<file path="config.mk">
export PLATFORM = sky130hd
export DESIGN_NAME = sddac_cic_decim
export DESIGN_NICKNAME = d
export VERILOG_FILES = /design/src/rtl/sddac_cic_decim.sv
export SDC_FILE = /design/constraint.sdc
export NUM_CORES = 1
export LEC_CHECK = 0
export CORE_UTILIZATION = 64
export CTS_CLUSTER_DIAMETER = 150
export DETAILED_ROUTE_END_ITERATION = 16
export PLACE_DENSITY = 0.82
export SYNTH_ARGS = -nofsm -noshare
export SYNTH_HDL_FRONTEND = slang
export SYNTH_SLANG_ARGS = --single-unit
</file>
<file path="constraint.sdc">
create_clock -name clk -period 6.59 [get_ports clk]
set_input_delay 1.977 -clock clk [delete_from_list [all_inputs] [get_ports clk]]
set_output_delay 1.977 -clock clk [all_outputs]
set_load 0.05 [all_outputs]
</file>
<file path="src/rtl/sddac_cic_decim.sv">
// Third-order CIC decimator that turns the 1-bit sigma-delta stream back into
// signed PCM at 1/R of the bit rate. Integrators run at the bit rate and combs
// run once per decimation event. All accumulator arithmetic wraps on purpose,
// because the comb differences cancel the wrap exactly.
module sddac_cic_decim #(
  parameter int unsigned ORDER = 3,
  parameter int unsigned LOG2R = 6,
  parameter int unsigned OUT_W = 16
) (
  input  logic                    clk,
  input  logic                    rst,
  input  logic                    en,
  input  logic                    bit_in,
  output logic signed [OUT_W-1:0] dout,
  output logic                    dout_valid
);

  localparam int unsigned ACC_W  = 2 + ORDER * LOG2R;
  localparam int unsigned SHIFT  = ORDER * LOG2R - (OUT_W - 1);
  localparam int unsigned WU_MAX = ORDER + 1;
  localparam int unsigned WU_W   = $clog2(WU_MAX + 1);

  localparam logic signed [ACC_W-1:0] SatMax = ACC_W'(2 ** (OUT_W - 1) - 1);
  // Bitwise inverse of 2^(W-1)-1 is -2^(W-1) in two's complement.
  localparam logic signed [ACC_W-1:0] SatMin = ~SatMax;

  // The output shift would go negative if the filter gain cannot fill OUT_W.
  if (ORDER * LOG2R < OUT_W - 1) begin : g_width_check
    $error("sddac_cic_decim: ORDER*LOG2R must be at least OUT_W-1");
  end

  logic signed [ACC_W-1:0] integ_q [ORDER];
  logic signed [ACC_W-1:0] integ_d [ORDER];
  logic signed [ACC_W-1:0] dly_q   [ORDER];
  logic signed [ACC_W-1:0] dly_d   [ORDER];
  logic signed [ACC_W-1:0] comb    [ORDER];
  logic        [LOG2R-1:0] cnt_q, cnt_d;
  logic        [WU_W-1:0]  wu_q, wu_d;
  logic signed [OUT_W-1:0] dout_q, dout_d;
  logic                    valid_q, valid_d;

  logic signed [ACC_W-1:0] x;
  logic signed [ACC_W-1:0] scaled;
  logic signed [OUT_W-1:0] sat;
  logic                    dec_evt;
  logic                    warm;

  assign dec_evt = en && (cnt_q == '1);
  assign warm    = (wu_q == WU_W'(WU_MAX));

  // Integrator chain; each stage sums the pre-edge value of the stage before it.
  always_comb begin
    x = bit_in ? ACC_W'(1) : '1;
    integ_d[0] = integ_q[0] + x;
    for (int j = 1; j < ORDER; j++) begin
      integ_d[j] = integ_q[j] + integ_q[j-1];
    end
  end

  // Comb chain on the registered last integrator, plus the delay-line update.
  always_comb begin
    comb[0]  = integ_q[ORDER-1] - dly_q[0];
    dly_d[0] = integ_q[ORDER-1];
    for (int j = 1; j < ORDER; j++) begin
      comb[j]  = comb[j-1] - dly_q[j];
      dly_d[j] = comb[j-1];
    end
  end

  // Scale down to OUT_W and saturate; only the full-scale positive peak clips.
  always_comb begin
    scaled = comb[ORDER-1] >>> SHIFT;
    if (scaled > SatMax) begin
      sat = OUT_W'(SatMax);
    end else if (scaled < SatMin) begin
      sat = OUT_W'(SatMin);
    end else begin
      sat = OUT_W'(scaled);
    end
  end

  // Counter, warm-up and output next-state.
  always_comb begin
    cnt_d   = cnt_q;
    wu_d    = wu_q;
    dout_d  = dout_q;
    valid_d = 1'b0;
    if (en) begin
      cnt_d = cnt_q + LOG2R'(1);
    end
    if (dec_evt) begin
      dout_d  = sat;
      valid_d = warm;
      if (!warm) begin
        wu_d = wu_q + WU_W'(1);
      end
    end
  end

  // State registers with synchronous reset; rst overrides en.
  always_ff @(posedge clk) begin
    if (rst) begin
      integ_q <= '{default: '0};
      dly_q   <= '{default: '0};
      cnt_q   <= '0;
      wu_q    <= '0;
      dout_q  <= '0;
      valid_q <= 1'b0;
    end else begin
      if (en) begin
        integ_q <= integ_d;
      end
      if (dec_evt) begin
        dly_q <= dly_d;
      end
      cnt_q   <= cnt_d;
      wu_q    <= wu_d;
      dout_q  <= dout_d;
      valid_q <= valid_d;
    end
  end

  assign dout       = dout_q;
  assign dout_valid = valid_q;

endmodule

</file>
==> Flow_metrics.wiki, run 1 <==
{| class="wikitable"
! Metric !! Value
|-
| Run status || complete, no violations
|-
| TritonRoute pass-1 iters || 6
|-
| First-pass GRT wire length || around 36,000 um
|-
| Cell count of the worst hold path || 2
|-
| Dominant cells by area after synthesis || sky130_fd_sc_hd__dfxtp_1 27%, sky130_fd_sc_hd__ha_1 13%, sky130_fd_sc_hd__a21oi_1 6.2%, sky130_fd_sc_hd__nand2_1 4.7%, sky130_fd_sc_hd__nor2_1 4.5%
|-
| Number of warning messages in the yosys log || 0
|-
| Most common cell in the synthesized netlist || sky130_fd_sc_hd__dfxtp_1
|-
| Die Height || 131 um
|-
| Final worst path period need || ~6200 ps
|-
| Yosys top cell area share || 0.272
|-
| Crit Reg-Reg Endpoint || dout[6]
|-
| Area of the mapped netlist || 10,700 um^2
|-
| DRT iter0 DRCs || 436
|-
| Vias in the first global route || 8,374
|-
| Buffer cell driving the clock tree root || sky130_fd_sc_hd__clkbuf_16
|-
| Post-Synthesis Mean Instance Area || between 7 and 8 um^2
|-
| Most used standard cells in the synthesized netlist || 146 x sky130_fd_sc_hd__dfxtp_1, 133 x sky130_fd_sc_hd__a21oi_1, 133 x sky130_fd_sc_hd__nand2_1
|-
| Antenna violations before repair || 0
|-
| Core Region || 16,100 um^2
|-
| Routability congestion estimate from global placement || 0.810
|-
| Count of distinct cell types in the synthesized netlist || 72
|-
| Average routed wire per standard cell || around 13 um
|-
| Kind of end point of the critical path || flop
|-
| Final setup violation count || 0
|-
| Via density per instance || 5.77
|-
| Gr usage total || 0.244
|-
| Worst Reg-to-Reg Cells || 26
|-
| Post-synth EDFFs || 0
|-
| Highest clock frequency the design can meet || 0.161 GHz
|-
| Register-to-register setup slack || 390 ps
|-
| Maximum fanout along the worst path || 21
|-
| Post-DP HPWL || 14,800 um
|-
| Number of placed I/O pins || 21
|-
| Synth Net Count || roughly 1,500
|-
| Number of max-slew violations in the final report || 0
|-
| Slew Limit Headroom || 0.444
|-
| Nets || between 1,000 and 1,500
|-
| Maximum number of pins on one net before global-route repair || 74
|-
| Area growth from synthesis to layout || 9.59%
|-
| Number of buffer cells added on primary ports || 20
|-
| Kind of critical path || reg -> reg
|-
| Cell row count || 46
|-
| Worst EP required || 6940 ps
|-
| Largest vdd supply drop || 0.495 mV
|-
| Post-Syn Instances || 1,346
|-
| Drc violations || 0
|-
| Hold_sp || dly_q[55]
|-
| Via Count || 9,092
|-
| Worst clock skew || 9.99 ps
|-
| Worst min path class || reg -> reg
|-
| Clk slew on worst S/H paths || around 60 ps
|-
| Setup TNS Final || 0 ps
|-
| Most used flip-flop cell after synthesis || sky130_fd_sc_hd__dfxtp_1
|-
| Overall die area || around 17,000 um^2
|-
| Unrepaired setup endpoints after global routing || no
|-
| Ratio of final minimum period to clock period || 0.940
|-
| Clock latency on the worst-skew pair || 420 ps
|-
| Number of sinks handled by clock tree synthesis || 146
|-
| TritonCTS clock tree || built
|-
| Fraction of registers with async set/reset || 0
|-
| Fraction of layout instances using a drive strength above 1 || 0.0537
|-
| Count of placed standard cells in the final layout, fillers left out || 1,575
|-
| # placed instances || between 1,500 and 2,000
|-
| Wire length after detailed routing || 20,800 um
|-
| PnR Total Power || approximately 0.0063 W
|-
| DIE WIDTH || between 100 and 150 um
|-
| Worst reg2reg startpoint || dly_d[40]
|-
| Remaining Overflow, GRT || 0
|-
| Leakage power of the design || 4.88 nW
|-
| Flip-flop and latch count after synthesis || 146
|-
| PD cells || 539 nW/um^2
|-
| Antenna-violating nets left || 0
|-
| Number of H-tree levels || 4
|-
| Biggest area consumer among synthesized cells || sky130_fd_sc_hd__dfxtp_1
|-
| Arrival @ worst endpoint || ~6500 ps
|-
| Actual transition at the worst max-transition pin || ~830 ps
|-
| Count of final hold-check violations || 0
|-
| Antenna fix cells || 0
|-
| Effective utilization at floorplan || 0.666
|-
| WHS Endpoint || dly_q[55]
|-
| Number of maximum-capacitance violations || 0
|-
| Crit path launch type || flop
|-
| # hold bufs at CTS || 0
|-
| Maximum buffer depth of the clock tree || 2
|-
| Sequential fraction of the synthesis area || 0.272
|-
| Number of buffers created by CTS || 17
|}
-- how the worst max path moves through the flow --
stage                     cells after the start       end      start  slack (ps)
final                                        26   dout[6]  dly_d[40]         390
after global placement                       26  dout[13]  dly_d[40]         510
after floorplan                              27  dout[10]  dly_d[40]         810
after global routing                         26   dout[8]  dly_d[40]          10
after detailed placement                     26  dout[13]  dly_d[40]         300
after CTS                                    26  dout[13]  dly_d[40]         250
-- cell type report --
class,count,area (um^2)
Timing Repair Buffer,32,289
Inverter,96,360
Sequential cell,146,2920
Fill cell,1249,4360
Clock inverter,8,146
Multi-Input combinational cell,1053,7260
Tap cell,216,270
Clock buffer,24,512
-- metrics by stage --
stage	instance area (um^2)	hold slack (ps)	util	worst slack (ps)
finish	11800	452	0.730	394
global placement	11100	441	0.686	509
global route	11800	468	0.730	12.5
detailed placement	11100	447	0.686	300
CTS	11700	454	0.727	251
floorplan	10700	432	-	815
-- worst max-delay path, stage by stage, from the launching register on --
cell	delay [ps]
sky130_fd_sc_hd__dfxtp_1	360
sky130_fd_sc_hd__inv_1	60
sky130_fd_sc_hd__ha_1	210
sky130_fd_sc_hd__fa_1	410
sky130_fd_sc_hd__nor2b_1	130
sky130_fd_sc_hd__o21ai_0	130
sky130_fd_sc_hd__a21oi_2	200
sky130_fd_sc_hd__o31a_1	180
sky130_fd_sc_hd__a21oi_1	70
sky130_fd_sc_hd__ha_1	260
sky130_fd_sc_hd__or4_1	530
sky130_fd_sc_hd__o221ai_2	190
sky130_fd_sc_hd__a21oi_1	140
sky130_fd_sc_hd__o31a_1	320
sky130_fd_sc_hd__o31a_1	300
sky130_fd_sc_hd__or3_1	320
sky130_fd_sc_hd__and2_1	170
sky130_fd_sc_hd__ha_1	320
sky130_fd_sc_hd__a211o_1	310
sky130_fd_sc_hd__a21o_1	180
sky130_fd_sc_hd__a22o_1	180
sky130_fd_sc_hd__a31o_2	250
sky130_fd_sc_hd__nor2_4	100
sky130_fd_sc_hd__xnor2_1	100
sky130_fd_sc_hd__buf_4	210
sky130_fd_sc_hd__or3_1	350
sky130_fd_sc_hd__a31oi_1	130
-- per-layer routing --
layer	global-route usage	part of all wire	up-vias
met5	0	0	-
met4	0.0879	0.017	0
met3	0.0316	0.019	32
met2	0.452	0.50	101
met1	0.285	0.46	4173
li1	-	-	4786
-- state kept, by name, indices dropped and copies added, names as in the netlist --
register and count:
dly_q 60, integ_q 40, dly_d 20, dout 16
cnt_q 6, wu_q 3, dout_valid 1
-- what timing repair did --
| action | in CTS | in global routing |
|---|---|---|
| gates resized for setup | 0 | 4 |
| buffers inserted | 0 | 3 |
| endpoints found under the setup margin | 0 | 14 |
-- cells in the final DEF, fill, tap and decap left out, types with 6 or more instances in the layout --
master and n:
sky130_fd_sc_hd__buf_4 13, sky130_fd_sc_hd__nor2b_1 16, sky130_fd_sc_hd__inv_1 96, sky130_fd_sc_hd__nand2_1 133, sky130_fd_sc_hd__nand3_1 25, sky130_fd_sc_hd__o311ai_0 7
sky130_fd_sc_hd__xnor2_1 54, sky130_fd_sc_hd__and3_1 13, sky130_fd_sc_hd__clkbuf_16 17, sky130_fd_sc_hd__ha_1 115, sky130_fd_sc_hd__or3_1 24, sky130_fd_sc_hd__a211o_1 9
sky130_fd_sc_hd__clkdlybuf4s50_1 18, sky130_fd_sc_hd__clkbuf_8 6, sky130_fd_sc_hd__nand2b_1 24, sky130_fd_sc_hd__o21bai_1 17, sky130_fd_sc_hd__dfxtp_1 146, sky130_fd_sc_hd__o21ai_0 50
sky130_fd_sc_hd__nor2_1 129, sky130_fd_sc_hd__a31oi_1 21, sky130_fd_sc_hd__o21a_1 16, sky130_fd_sc_hd__a211oi_1 23, sky130_fd_sc_hd__nor3_1 17, sky130_fd_sc_hd__o22ai_1 7
sky130_fd_sc_hd__mux2i_1 43, sky130_fd_sc_hd__a21o_1 19, sky130_fd_sc_hd__a21oi_1 132, sky130_fd_sc_hd__o31a_1 6, sky130_fd_sc_hd__xor2_1 38, sky130_fd_sc_hd__and2_1 6
sky130_fd_sc_hd__o211ai_1 17
-- power breakdown --
group          switching (W)  total (W)  internal [W]
clock               0.000368    0.00106      0.000694
sequential         0.0000500   0.000984      0.000934
combinational        0.00251    0.00429       0.00178
total                0.00293    0.00634       0.00341
-- cells by family (layout without fill, tap and decap cells) --
group                      Yosys count  in the layout  share of synthesized area
buffers and inverters              147            160                     0.0534
adders and majority gates          120            120                      0.143
xor gates and xnor gates            93             93                     0.0766
DFF                                146            146                      0.272
muxes                               47             47                     0.0443
AOI/OAI and AO/OA                  368            368                      0.222
and+or+nand+nor                    425            425                      0.188
Power figures use the tool's default switching activity.
==> run 2: changes to the inputs <==
CORE_UTILIZATION = 65   (was 64)
HOLD_SLACK_MARGIN = 0.12   (was default)
clock period = 7.7 ns   (was 6.59 ns; I/O delays follow)
==> run 2 against run 1 <==
  * Sequential power shrank 14%
  * Clock-buffer cell count fell by 5
  * Non-clock buffer count shrank 6
  * Sequential cell count unchanged
  * Setup slack improved by 740 ps
  * Power fell by 17%
==> Flow_metrics.wiki, run 2 (synthesized netlist as in run 1, its figures left out) <==
{| class="wikitable"
! Metric !! Value
|-
| Wire length after detailed routing || 21,500 um
|-
| Largest vdd supply drop || 0.455 mV
|-
| Commonest non-fill, non-tap cell in the layout || sky130_fd_sc_hd__dfxtp_1
|-
| Worst Reg-to-Reg Cells || 25
|-
| Buffer and inverter count on the worst path || 1
|-
| Clock network fraction of total power || 0.163
|-
| Post-cts gate resize count || 0
|-
| Part of the total power dissipated in sequential elements || 0.161
|-
| Number of fill cells in the layout || around 1,300
|-
| First-pass GRT wire length || 36,700 um
|-
| Area growth from synthesis to layout || 8.55%
|-
| Count of final hold-check violations || 0
|-
| Via density per instance || 5.81
|-
| Internal power contribution || 0.00275 W
|-
| Buffer cell driving the clock tree root || sky130_fd_sc_hd__clkbuf_16
|-
| Stage delay of the slowest cell on the critical path || 610 ps
|-
| Number of flip-flops in the largest register || 60
|-
| Comb power frac || 0.676
|-
| Gr usage total || 0.264
|-
| Kind of end point of the critical path || flop
|-
| TritonRoute pass-1 iters || 5
|-
| Antenna-violating nets left || 0
|-
| Worst clock skew || 10.6 ps
|-
| Drc violations || 0
|-
| Maximum fanout along the worst path || 36
|-
| Clk slew on worst S/H paths || 60 ps
|-
| Crit path launch type || flop
|-
| Fraction of layout instances using a drive strength above 1 || 0.0473
|-
| Worst reg2reg startpoint || dly_d[40]
|-
| Switching power share of the total || 0.473
|-
| Run status || complete, no violations
|-
| Setup TNS Final || 0 ps
|-
| Leakage power of the design || 4.81 nW
|-
| Number of max-slew violations in the final report || 0
|-
| Multi-input gate area || 7240 um^2
|-
| # hold bufs at CTS || 0
|-
| WHS Endpoint || dly_q[46]
|-
| Hold_sp || dly_q[46]
|-
| Unrepaired setup endpoints after global routing || no
|-
| Antenna violations before repair || 0
|-
| Standard cell area after detailed placement || about 11,000 um^2
|-
| Commonest cells after routing, fill and taps aside || 146 x sky130_fd_sc_hd__dfxtp_1, 133 x sky130_fd_sc_hd__a21oi_1, 133 x sky130_fd_sc_hd__nand2_1
|-
| Overall die area || 17,000 um^2
|-
| Arrival @ worst endpoint || 6910 ps
|-
| Final standard cell area without fillers || 11,600 um^2
|-
| Via Count || between 9,000 and 10,000
|-
| Final setup violation count || 0
|-
| Sequential cell area || 2920 um^2
|-
| Maximum buffer depth of the clock tree || 2
|-
| Actual transition at the worst max-transition pin || between 1000 and 1500 ps
|-
| Average routed wire per standard cell || about 14 um
|-
| Crit Reg-Reg Endpoint || dout[7]
|-
| Cell row count || 46
|-
| Number of H-tree levels || 4
|-
| Number of placed I/O pins || 21
|-
| Post-CTS Setup Inserts || 0
|-
| Number of sinks handled by clock tree synthesis || 146
|-
| Cell count of the worst hold path || 2
|-
| TritonCTS clock tree || built
|-
| Post-DP HPWL || 14,800 um
|-
| Clock latency on the worst-skew pair || 430 ps
|-
| Cell with the largest stage delay on the worst path || sky130_fd_sc_hd__a21oi_4
|-
| Worst min path class || reg -> reg
|-
| DRT iter0 DRCs || 380
|-
| DIE WIDTH || 130 um
|-
| Ratio of final minimum period to clock period || 0.852
|-
| Number of buffer cells added on primary ports || 20
|-
| Number of buffers created by CTS || 17
|-
| Register-to-register setup slack || 1140 ps
|-
| Register name with the most flops || dly_q
|-
| Highest clock frequency the design can meet || 0.152 GHz
|-
| Kind of critical path || reg -> reg
|-
| Vias in the first global route || 8,445
|-
| Final worst path period need || 6560 ps
|-
| Family with the most delay on the worst path || compound AO/OA/AOI/OAI gates
|-
| Effective utilization at floorplan || 0.670
|-
| Core Region || 16,000 um^2
|-
| Power spent charging and discharging nets || 0.00247 W
|-
| Nets || between 1,000 and 1,500
|-
| Number of maximum-capacitance violations || 0
|-
| Remaining Overflow, GRT || 0
|-
| Worst EP required || 8050 ps
|-
| Routability congestion estimate from global placement || between 0.8 and 0.9
|-
| Maximum number of pins on one net before global-route repair || 99
|-
| PD cells || between 400 and 500 nW/um^2
|-
| Antenna fix cells || 0
|-
| Slew Limit Headroom || 0.275
|-
| Die Height || 130 um
|}
## run 2: cell type report
class	count	area share
clock buffers	19	0.0389
clock inverters	12	0.0136
inverters	96	0.0309
multi-input cells	1053	0.622
flip-flops and latches	146	0.251
well taps	216	0.0232
repair buffers	26	0.0206
## run 2: how the worst max path moves through the flow
stage                   start       end  cells after the start
global placement    dly_d[40]   dout[0]                     25
floorplan           dly_d[40]  dout[10]                     27
global route        dly_d[40]   dout[7]                     25
CTS                 dly_d[40]   dout[7]                     25
detailed placement  dly_d[40]  dout[10]                     25
finish              dly_d[40]   dout[7]                     25
## run 2: power by group through the flow
stage	Combinational, W	Sequential (W)	Clock, W
final	0.00353	0.000843	0.000852
after global routing	0.00393	0.000849	0.000898
after CTS	0.00350	0.000842	0.000866
after detailed placement	0.00347	0.000858	0
after global placement	0.00337	0.000855	0
after floorplan	0.00300	0.000844	0
## run 2: stage by stage
step	power, W	hold slack [ps]	worst slack, ps	util	instances
after floorplan	0.00385	432	1920	-	1346
final	0.00523	451	1140	0.728	1568
after detailed placement	0.00433	445	1240	0.690	1537
after CTS	0.00521	453	1180	0.728	1568
after global routing	0.00567	474	677	0.728	1568
after global placement	0.00422	440	1410	0.690	1537
## run 2: worst reg2reg max path, stage by stage, from the launching register on
cell and delay, ps:
sky130_fd_sc_hd__dfxtp_1 370, sky130_fd_sc_hd__inv_1 60, sky130_fd_sc_hd__ha_1 210, sky130_fd_sc_hd__fa_1 420, sky130_fd_sc_hd__nor2b_1 130, sky130_fd_sc_hd__o21ai_0 100
sky130_fd_sc_hd__a21oi_1 240, sky130_fd_sc_hd__o31a_1 190, sky130_fd_sc_hd__a21oi_1 80, sky130_fd_sc_hd__ha_1 270, sky130_fd_sc_hd__or4_1 520, sky130_fd_sc_hd__o221ai_1 240
sky130_fd_sc_hd__a21oi_1 140, sky130_fd_sc_hd__o31a_1 310, sky130_fd_sc_hd__o31a_1 300, sky130_fd_sc_hd__or3_1 330, sky130_fd_sc_hd__and2_1 180, sky130_fd_sc_hd__ha_1 330
sky130_fd_sc_hd__a211o_1 300, sky130_fd_sc_hd__a21o_1 170, sky130_fd_sc_hd__a22o_1 180, sky130_fd_sc_hd__a31o_2 250, sky130_fd_sc_hd__a21oi_4 610, sky130_fd_sc_hd__nor2_1 100
sky130_fd_sc_hd__or3_1 320, sky130_fd_sc_hd__a31oi_1 140
## run 2: per-layer routing
layer / up-vias / GRT usage / share of wire
met3: 37 / 0.0489 / 0.022
met1: 4199 / 0.300 / 0.45
met2: 103 / 0.492 / 0.51
met4: 0 / 0.0920 / 0.021
li1: 4773 / - / -
met5: - / 0 / 0
